--- src/rtl/reg_file.sv ---
`default_nettype none
// ============================================================================
// Module      : reg_file
// Description : Eight 8-bit registers with two combinational read ports and
//               one write port. A write is either a single byte, or a 16-bit
//               pair whose low byte goes to R[rd] on the first edge and whose
//               high byte goes to R[(rd+1) mod 8] on the next edge.
//               Requests that arrive while the high byte is pending are
//               dropped.
//
// Ports       : clk          - system clock, rising edge active
//               reset        - asynchronous active-high reset
//               r_w_reg      - write strobe; only logic 0 requests a write
//               rd           - destination register index
//               rd_data      - write data, [7:0] low byte, [15:8] high byte
//               input_length - 0 = byte write, 1 = pair write
//               rs1, rs2     - read indices
//               rs1_data     - read data for rs1
//               rs2_data     - read data for rs2
//               busy         - high while the high byte is pending
//               wr_done      - one-cycle pulse when a write completes
//
// Options     : REGFILE_BYPASS_EN - when defined, reads forward the byte that
//               is being written at the next edge (read-after-write bypass).
//
// Revision    : 1.0 - initial release
// ============================================================================

module reg_file (
  input  logic        clk,
  input  logic        reset,
  input  logic        r_w_reg,
  input  logic [2:0]  rd,
  input  logic [15:0] rd_data,
  input  logic        input_length,
  input  logic [2:0]  rs1,
  input  logic [2:0]  rs2,
  output logic [7:0]  rs1_data,
  output logic [7:0]  rs2_data,
  output logic        busy,
  output logic        wr_done
);

  localparam logic [0:0] c_IDLE  = 1'b0;
  localparam logic [0:0] c_WR_HI = 1'b1;

  logic [0:0] r_state;
  logic [0:0] w_state_nxt;

  logic [7:0] r_regs [8];
  logic [7:0] r_hi_data;
  logic [2:0] r_hi_idx;
  logic       r_wr_done;

  logic       w_wr_lo;     // low byte (or single byte) written at this edge
  logic       w_wr_hi;     // pending high byte written at this edge
  logic       w_done_nxt;  // a write completes at this edge

  // --------------------------------------------------------------------------
  // State register
  // --------------------------------------------------------------------------
  always_ff @(posedge clk or posedge reset) begin
    if (reset) begin
      r_state <= c_IDLE;
    end else begin
      r_state <= w_state_nxt;
    end
  end

  // --------------------------------------------------------------------------
  // Next-state logic
  // --------------------------------------------------------------------------
  always_comb begin
    w_state_nxt = r_state;
    case (r_state)
      c_IDLE: begin
        if (w_wr_lo && input_length) begin
          w_state_nxt = c_WR_HI;
        end
      end
      c_WR_HI: begin
        // Any request seen here is dropped, never queued.
        w_state_nxt = c_IDLE;
      end
      default: begin
        w_state_nxt = c_IDLE;
      end
    endcase
  end

  // --------------------------------------------------------------------------
  // Output / control decode. Written with if-statements so that a strobe of
  // z or x falls into the no-write branch instead of propagating unknowns.
  // --------------------------------------------------------------------------
  always_comb begin
    busy       = 1'b0;
    w_wr_lo    = 1'b0;
    w_wr_hi    = 1'b0;
    w_done_nxt = 1'b0;
    if (r_state == c_WR_HI) begin
      busy       = 1'b1;
      w_wr_hi    = 1'b1;
      w_done_nxt = 1'b1;
    end else if (r_w_reg == 1'b0) begin
      w_wr_lo = 1'b1;
      if (input_length == 1'b0) begin
        w_done_nxt = 1'b1;
      end
    end
  end

  // --------------------------------------------------------------------------
  // Register array, pending high byte and completion pulse
  // --------------------------------------------------------------------------
  always_ff @(posedge clk or posedge reset) begin
    if (reset) begin
      for (int i = 0; i < 8; i++) begin
        r_regs[i] <= 8'h00;
      end
      r_hi_data <= 8'h00;
      r_hi_idx  <= 3'd0;
      r_wr_done <= 1'b0;
    end else begin
      r_wr_done <= w_done_nxt;
      if (w_wr_lo) begin
        r_regs[rd] <= rd_data[7:0];
        // Latched on every accepted request; only consumed for pair writes.
        // The 3-bit add wraps R7 onto R0.
        r_hi_data  <= rd_data[15:8];
        r_hi_idx   <= rd + 3'd1;
      end
      if (w_wr_hi) begin
        r_regs[r_hi_idx] <= r_hi_data;
      end
    end
  end

  assign wr_done = r_wr_done;

  // --------------------------------------------------------------------------
  // Read ports
  // --------------------------------------------------------------------------
`ifdef REGFILE_BYPASS_EN
  always_comb begin
    rs1_data = r_regs[rs1];
    if (w_wr_lo && (rs1 == rd)) begin
      rs1_data = rd_data[7:0];
    end else if (w_wr_hi && (rs1 == r_hi_idx)) begin
      rs1_data = r_hi_data;
    end
  end

  always_comb begin
    rs2_data = r_regs[rs2];
    if (w_wr_lo && (rs2 == rd)) begin
      rs2_data = rd_data[7:0];
    end else if (w_wr_hi && (rs2 == r_hi_idx)) begin
      rs2_data = r_hi_data;
    end
  end
`else
  assign rs1_data = r_regs[rs1];
  assign rs2_data = r_regs[rs2];
`endif

endmodule

`default_nettype wire

--- config.mk ---
export PLATFORM = sky130hd
export DESIGN_NAME = reg_file
export DESIGN_NICKNAME = d
export VERILOG_FILES = /design/src/rtl/reg_file.sv
export SDC_FILE = /design/constraint.sdc
export NUM_CORES = 1
export LEC_CHECK = 0
export CORE_UTILIZATION = 43
export CTS_CLUSTER_DIAMETER = 150
export DETAILED_ROUTE_END_ITERATION = 8
export SETUP_SLACK_MARGIN = 0.2
export SYNTH_ARGS = -nofsm -noshare
export SYNTH_HDL_FRONTEND = slang
export SYNTH_SLANG_ARGS = --single-unit
--- constraint.sdc ---
create_clock -name clk -period 4.7 [get_ports clk]
set_clock_uncertainty 0.1 [all_clocks]
set_input_delay 0.705 -clock clk [delete_from_list [all_inputs] [get_ports clk]]
set_output_delay 0.705 -clock clk [all_outputs]
set_load 0.01 [all_outputs]
Word-level counts from Yosys, hierarchy flattened
Cells that the tools add are included.

Add/subtract/negate cells: 1. Order comparisons: 6. Muxes and demuxes: 22. Bitwise gates (word level): 5. Reductions and logical operators: 3.

Operator list (number): 64-bit bitwise mux (2); 64-bit 2-to-1 mux (2); 8-bit binary-select mux with 3-bit select (2); 8-bit demux with 3-bit select (2); 8-bit 2-to-1 mux (6); 4-bit greater-or-equal comparator (second input constant) (4); 3-bit NOT with 4-bit output (4); 4-bit by 1-bit < comparator with 1-bit output (second input constant) (2); 1-bit 2-to-1 mux (7); 3-bit by 1-bit adder with 3-bit output (second input constant) (1); 1-bit logical AND (3); 1-bit case mux with 2 select lines (1); 1-bit NOT (1).

Register bits after elaboration: 77. Output and inout port bits: 18. Logic and storage cells: 49.

Depth between registers and ports, before layout
Gate-level depths: netlist of the first run.

Depth in word-level cells: 9. Gate-level depth with buffers: 6.

Least setup slack after synthesis of the first run
OpenSTA, ideal clock, no wires.

Path type: in2out. Start: input port rs1[1]. End: output port rs1_data[0]. Data arrival time: 1.805 ns. Slack: 2.090 ns. Stages on the path: 4. Path buffers: 2. Path through: clkbuf_1 > buf_2 > mux4_2 > mux2_2.

Longest elaborated chain between the ends: 4.

RTL lines: start: declaration (line 36) `input logic [2:0] rs1,`; 3-bit NOT with 4-bit output (not written as such) (line 162) `assign rs1_data = r_regs[rs1];`; 8-bit binary-select mux with 3-bit select (line 162); 8-bit 2-to-1 mux (not written as such) (2 in a row) (line 162); end: declaration (line 38) `output logic [7:0] rs1_data,`.

No other way between the ends. The select of a mux whose other input is x is not followed.

Final worst setup path of the first run
Start: input port rs1[1]. End: output port rs1_data[2].

The elaborated chain is that of the path after synthesis.

==> impl_metrics.env, run 1 <==
export IMPL_finalCoreUtilization_pct=49.83
export IMPL_cpMostUsedCell="clkdlybuf4s50_1"
export IMPL_area_growth_synth_to_final_pct=12.89
export IMPL_port_buffer_count=46
export IMPL_power_report_internal_total_mw=1.582
export IMPL_drt_iter0_markers=424
export IMPL_io_pin_count=47
export IMPL_cts_num_sinks=77
export IMPL_syn_cell_area_um2=4806
export IMPL_postSynthAreaPerCell_um2=9.868
export IMPL_comb_power_share_pct=32.4
export IMPL_htree_num_levels=3
export IMPL_power_leakage_nw=2.001
export IMPL_hold_depth=2
export IMPL_design_area_um2=5425
export IMPL_worst_skew_pair_later_pin_latency_ns=0.36
export IMPL_ys_seq_elements=77
export IMPL_final_hold_violation_count=0
export IMPL_number_of_antenna_violations_at_the_first_check_in_global_routing=0
export IMPL_worstPathArrival_ns=2.80
export IMPL_grt_usage_pct=27.13
export IMPL_post_route_cells_drive_above_1_share_pct=18.04
export IMPL_cts_setup_buffers=0
export IMPL_layout_cells_non_filler=639
export IMPL_most_common_layout_cells="dfrtp_1 (77), nor2_1 (66), a31oi_1 (63), o21ai_0 (59), clkdlybuf4s50_1 (46)"
export IMPL_sequential_share_of_power_pct=46.8
export IMPL_switching_power_mw=0.8250
export IMPL_ctsLongestPathBuffers=2
export IMPL_critPathCaptureType="primary output"
export IMPL_synth_seq_area_share_pct=40.09
export IMPL_p_sw_share_pct=34.28
export IMPL_peakVddDrop_v=0.0001744
export IMPL_worst_r2r_startpoint="r_state$_DFF_PP0_"
export IMPL_final_worst_setup_slack_ns=1.095
export IMPL_cts_buffers_inserted=9
export IMPL_cp_startpoint="rs1[1]"
export IMPL_cp_slowest_cell="clkdlybuf4s50_1"
export IMPL_postCtsResizedCells=0
export IMPL_power_density_cell_area_nw_per_um2=443.6
export IMPL_synth_top_area_share_pct=40.09
export IMPL_cts_root_buffer="clkbuf_8"
export IMPL_cts_tree="built"
export IMPL_drv_cap=0
export IMPL_fmax_ghz=0.2774
export IMPL_r2r_slack_ns=2.33
export IMPL_mappedNetlistNets=517
export IMPL_initial_utilization_pct=44.14
export IMPL_core_region_area_um2=10890
export IMPL_setup_tns_ns=0
export IMPL_synth_warnings=0
export IMPL_post_route_period_util_pct=76.71
export IMPL_wl_um=14570
export IMPL_worst_pin_slew_ns=1.139
export IMPL_grt_first_pass_wirelength_um=22870
export IMPL_synth_cell_types=34
export IMPL_setup_repair_after_global_routing_missed_its_margin="no"
export IMPL_min_from="r_regs[39]$_DFF_PP0_"
export IMPL_critical_path_cell_chain="clkdlybuf4s50_1 > buf_4 > mux4_2 > mux2_2 > clkdlybuf4s50_1"
export IMPL_synthesized_netlist_cell_count=487
export IMPL_crit_path_max_fanout=10
export IMPL_grt_remaining_overflow=0
export IMPL_worstRegToRegCells=3
export IMPL_critical_path_max_stage_delay_ns=0.76
export IMPL_most_common_library_cell_in_the_layout_ignoring_fill_and_taps="dfrtp_1"
export IMPL_ant_nets=0
export IMPL_timing_slew_headroom_pct=24.07
export IMPL_die_extent_in_y_um=107.7
export IMPL_place_hpwl_um=9859
export IMPL_route_detailed_drc=0
export IMPL_first_global_vias=3834
export IMPL_placement_cell_area_um2=5234
export IMPL_gpl_final_weighted_congestion=0.8363
export IMPL_detail_route_wl_per_cell_um=22.79
export IMPL_insertedDiodeCount=0
export IMPL_tritonroute_pass_1_iters=7
export IMPL_design_die_area_um2=11600
export IMPL_routed_via_count=4189
export IMPL_layout_nets=524
export IMPL_timing_max_transition_violations_final=0
export IMPL_viasPerCell=6.556
export IMPL_report_power_total_mw=2.407
export IMPL_startpoint_kind_of_the_worst_setup_timing_path="input port"
export IMPL_finalWorstPathRequiredPeriod_ns=3.605
export IMPL_die_width_um=107.7
export IMPL_endpoint_required_time_on_the_critical_path_ns=3.89
export IMPL_place_inst=623
export IMPL_synth_largest_area_cell="dfrtp_1"
export IMPL_dpl_worst_slack_ns=1.083
export IMPL_cts_hold_buf=0
export IMPL_hold_path_class="flip-flop to flip-flop"
export IMPL_clockPowerShare_pct=20.9
export IMPL_synth_top_cells_by_area="dfrtp_1 (40%), mux4_2 (15%), a31oi_1 (8.2%), o21ai_0 (6.1%), mux2_2 (5.9%)"
export IMPL_rows=38
export IMPL_final_hold_worst_slack_ns=0.4730
export IMPL_layout_filler_cells=1031
export IMPL_grt_max_degree=51
export IMPL_run_status="finished, final reports clean"
export IMPL_clk_pin_slew_ns=0.09
export IMPL_setup_viol=0
export IMPL_critPathKind="input port to primary output"
-- final cells by class --
class,instances,area [um^2],area share [%]
Clock inverter,6,63.81,1.176
Sequential cell,77,1927,35.52
Inverter,1,3.754,0.06919
Timing Repair Buffer,57,543.0,10.01
Multi-Input combinational cell,348,2585,47.65
Clock buffer,10,127.6,2.352
Tap cell,140,175.2,3.229
-- cells by family after synthesis --
family	Yosys count	share of synthesized area, %
flops	77	40.09
simple gates	157	16.58
buf+inv	62	6.379
mux	57	20.85
compound gates	132	15.65
fa+ha+maj	1	0.2603
xor+xnor	1	0.1823
-- per-layer routing --
metal / track usage (%) / vias up / routed length [um]
met1: 40.69 / 2080 / 6337
met3: 5.327 / 17 / 1619
met5: 0 / - / 0
met4: 8.611 / 0 / 191
met2: 39.15 / 240 / 6417
li1: - / 1852 / -
-- critical path, delay by kind of cell --
kind | cells | cell delay [ns]
buffers and inverters | 3 | 1.49
multiplexers | 2 | 0.59
-- registers in the layout, summed over array words and instances, names as in the netlist --
register	count
r_hi_data	8
r_hi_idx	3
r_regs	64
r_state	1
wr_done	1
-- worst paths after layout --
kind                                        end
setup / recovery                    rs1_data[2]
hold / removal             r_regs[39]$_DFF_PP0_
setup reg to reg           r_regs[25]$_DFF_PP0_
hold reg to reg            r_regs[39]$_DFF_PP0_
max in group asynchronous  r_regs[16]$_DFF_PP0_
min in group asynchronous  r_regs[59]$_DFF_PP0_
-- power by group through the flow --
stage / Sequential (mW) / Combinational [mW] / Clock (mW)
after floorplan: 0.972 / 0.579 / 0
after global placement: 1.12 / 0.758 / 0
after detailed placement: 1.13 / 0.779 / 0
after CTS: 1.11 / 0.782 / 0.508
after global routing: 1.15 / 0.852 / 0.544
final: 1.13 / 0.779 / 0.502
-- synth_stat cells --
library cell and n:
a21oi_1 1, a31oi_1 63, a31oi_2 1, and2_1 1
and3b_1 8, buf_1 10, buf_2 17, buf_6 7
clkbuf_1 27, dfrtp_1 77, ha_1 1, inv_1 1
mux2_2 25, mux4_2 32, nand2_1 17, nand2b_1 2
nand3_1 32, nand4_1 17, nand4b_1 3, nand4bb_1 3
nor2_1 66, nor2_2 1, nor2b_1 1, nor3_2 1
nor3b_2 1, o21ai_0 59, o21ai_1 6, o21bai_1 1
o31ai_1 1, or2_2 1, or3_1 1, or3b_1 1
or4b_4 1, xnor2_1 1
Power figures use the tool's default switching activity.
==> run 2: changes to the inputs <==
PLACE_DENSITY = 0.65   (was default)
clock period = 3.1 ns   (was 4.7 ns; I/O delays follow)
==> run 2 against run 1 <==
Effect of this change: sequential share of layout area is 1.5 points lower; largest cell class unchanged; critical path depth unchanged; non-clock buffer count up 21; first-iteration DRC count is 7.1% lower; worst hold slack got worse by 0.057 ns; final cell count grew 3.0%; global-route usage rose by 0.64 points; die area is the same; flip-flop and latch count unchanged; clock power rose by 35%; power is 47% higher; cell area is 4.4% higher.
==> impl_metrics.env, run 2 (synthesis gave the netlist of run 1 again) <==
export IMPL_port_buffer_count=46
export IMPL_fmax_ghz=0.3661
export IMPL_first_global_vias=4336
export IMPL_peakVddDrop_v=0.0003420
export IMPL_grt_remaining_overflow=0
export IMPL_startpoint_kind_of_the_worst_setup_timing_path="input port"
export IMPL_power_leakage_nw=2.159
export IMPL_power_density_cell_area_nw_per_um2=626.5
export IMPL_clk_pin_slew_ns=0.08
export IMPL_place_inst=642
export IMPL_setup_repair_after_global_routing_missed_its_margin="no"
export IMPL_critPathKind="input port to primary output"
export IMPL_detail_route_wl_per_cell_um=22.90
export IMPL_gpl_final_weighted_congestion=0.8469
export IMPL_endpoint_required_time_on_the_critical_path_ns=2.53
export IMPL_grt_max_degree=78
export IMPL_setup_viol=0
export IMPL_drv_cap=0
export IMPL_setup_tns_ns=0
export IMPL_most_common_layout_cells="dfrtp_1 (77), nor2_1 (66), a31oi_1 (63), o21ai_0 (59), clkdlybuf4s50_1 (42)"
export IMPL_timing_max_transition_violations_final=0
export IMPL_htree_num_levels=3
export IMPL_final_hold_violation_count=0
export IMPL_cts_tree="built"
export IMPL_cts_buffers_inserted=9
export IMPL_worstPathArrival_ns=2.17
export IMPL_rows=38
export IMPL_timing_slew_headroom_pct=42.33
export IMPL_routed_via_count=4277
export IMPL_critPathCaptureType="primary output"
export IMPL_grt_first_pass_wirelength_um=23900
export IMPL_core_region_area_um2=10890
export IMPL_drt_iter0_markers=394
export IMPL_most_common_library_cell_in_the_layout_ignoring_fill_and_taps="dfrtp_1"
export IMPL_number_of_antenna_violations_at_the_first_check_in_global_routing=0
export IMPL_finalWorstPathRequiredPeriod_ns=2.732
export IMPL_worstRegToRegCells=4
export IMPL_die_extent_in_y_um=107.7
export IMPL_layout_cells_non_filler=658
export IMPL_post_route_period_util_pct=88.12
export IMPL_hold_path_class="input port to async pin"
export IMPL_die_width_um=107.7
export IMPL_wl_um=15070
export IMPL_insertedDiodeCount=0
export IMPL_place_hpwl_um=9632
export IMPL_grt_usage_pct=27.77
export IMPL_worst_pin_slew_ns=0.8651
export IMPL_route_detailed_drc=0
export IMPL_reg_top3="r_regs (64), r_hi_data (8), r_hi_idx (3)"
export IMPL_cts_root_buffer="clkbuf_8"
export IMPL_cts_num_sinks=77
export IMPL_worst_skew_pair_later_pin_latency_ns=0.34
export IMPL_crit_path_max_fanout=8
export IMPL_post_route_cells_drive_above_1_share_pct=21.62
export IMPL_initial_utilization_pct=44.14
export IMPL_tritonroute_pass_1_iters=5
export IMPL_ant_nets=0
export IMPL_cts_setup_buffers=0
export IMPL_ctsLongestPathBuffers=2
export IMPL_area_growth_synth_to_final_pct=17.83
export IMPL_run_status="finished, final reports clean"
export IMPL_viasPerCell=6.500
export IMPL_design_die_area_um2=11600
export IMPL_io_pin_count=47
export IMPL_register_containing_the_most_flip_flops_in_the_final_layout="r_regs"
export IMPL_layout_nets=545
export IMPL_largest_reg_flops=64
export IMPL_cts_hold_buf=0
-- run 2: cell count changes in the layout (fill, tap and decap cells not counted), moves of 2 or more --
cell / change
dlymetal6s2s_1: +2
buf_12: +5
buf_4: +14
bufbuf_16: +2
clkbuf_2: +2
clkdlybuf4s50_1: -4
-- run 2: cell type report --
cell class                      count  area, um^2
Timing Repair Buffer               78       808.3
Clock inverter                      4       26.28
Tap cell                          140       175.2
Inverter                            1       3.754
Clock buffer                       10       137.6
Sequential cell                    77        1927
Fill cell                        1010        5225
Multi-Input combinational cell    348        2585
-- run 2: stage by stage --
step	hold WS (ns)	util (%)	setup WS (ns)	instance area [um^2]	power (mW)
3_3_place_gp	0.4556	49.95	0.06591	5439	2.798
4_1_cts	0.4452	52.06	0.2060	5668	3.543
3_5_place_dp	0.4685	49.95	0.05750	5439	2.864
2_1_floorplan	0.4292	-	0.5683	4806	2.351
5_1_grt	0.4645	52.01	0.3247	5663	3.737
6_report	0.4160	52.01	0.3682	5663	3.548
-- run 2: worst max-delay path, cell delays in order --
cell and delay (ns):
clkbuf_2 0.15, bufbuf_16 0.30, mux4_2 0.49, mux2_2 0.28
clkdlybuf4s50_1 0.48
-- run 2: routing by layer --
| layer | up-vias | track usage [%] | part of all wire [%] |
|---|---|---|---|
| li1 | 1877 | - | - |
| met1 | 2131 | 36.91 | 40 |
| met2 | 248 | 46.47 | 49 |
| met3 | 21 | 4.298 | 9.2 |
| met4 | 0 | 8.708 | 1.5 |
| met5 | - | 0 | 0 |
-- run 2: worst paths after layout --
kind | start | end | slack (ns)
min reg2reg | r_regs[41]$_DFF_PP0_ | r_regs[41]$_DFF_PP0_ | 0.49
min in group clk | r_regs[41]$_DFF_PP0_ | r_regs[41]$_DFF_PP0_ | 0.49
max in group asynchronous | reset | r_regs[20]$_DFF_PP0_ | 2.12
min | reset | r_hi_data[6]$_DFFE_PP0N_ | 0.42
max reg2reg | r_state$_DFF_PP0_ | r_regs[36]$_DFF_PP0_ | 1.14
max | rs2[0] | rs2_data[0] | 0.37
-- run 2: timing repair --
action,in CTS,in global routing
resized for setup,4,4
setup endpoints to repair,16,13
pin swaps,0,0
gates cloned,2,0
-- run 2: where the power goes --
group / switching (mW) / internal (mW) / leakage [nW]
sequential: 0.308 / 1.32 / 0.904
combinational: 0.501 / 0.738 / 1.17
clock: 0.376 / 0.303 / 0.0840
total: 1.18 / 2.36 / 2.16
==> run 3: changes to the inputs <==
SLEW_MARGIN = 20   (was default)
==> results of run 3 <==
Same layout as run 2: the final DEF is identical, and so are final timing and power.
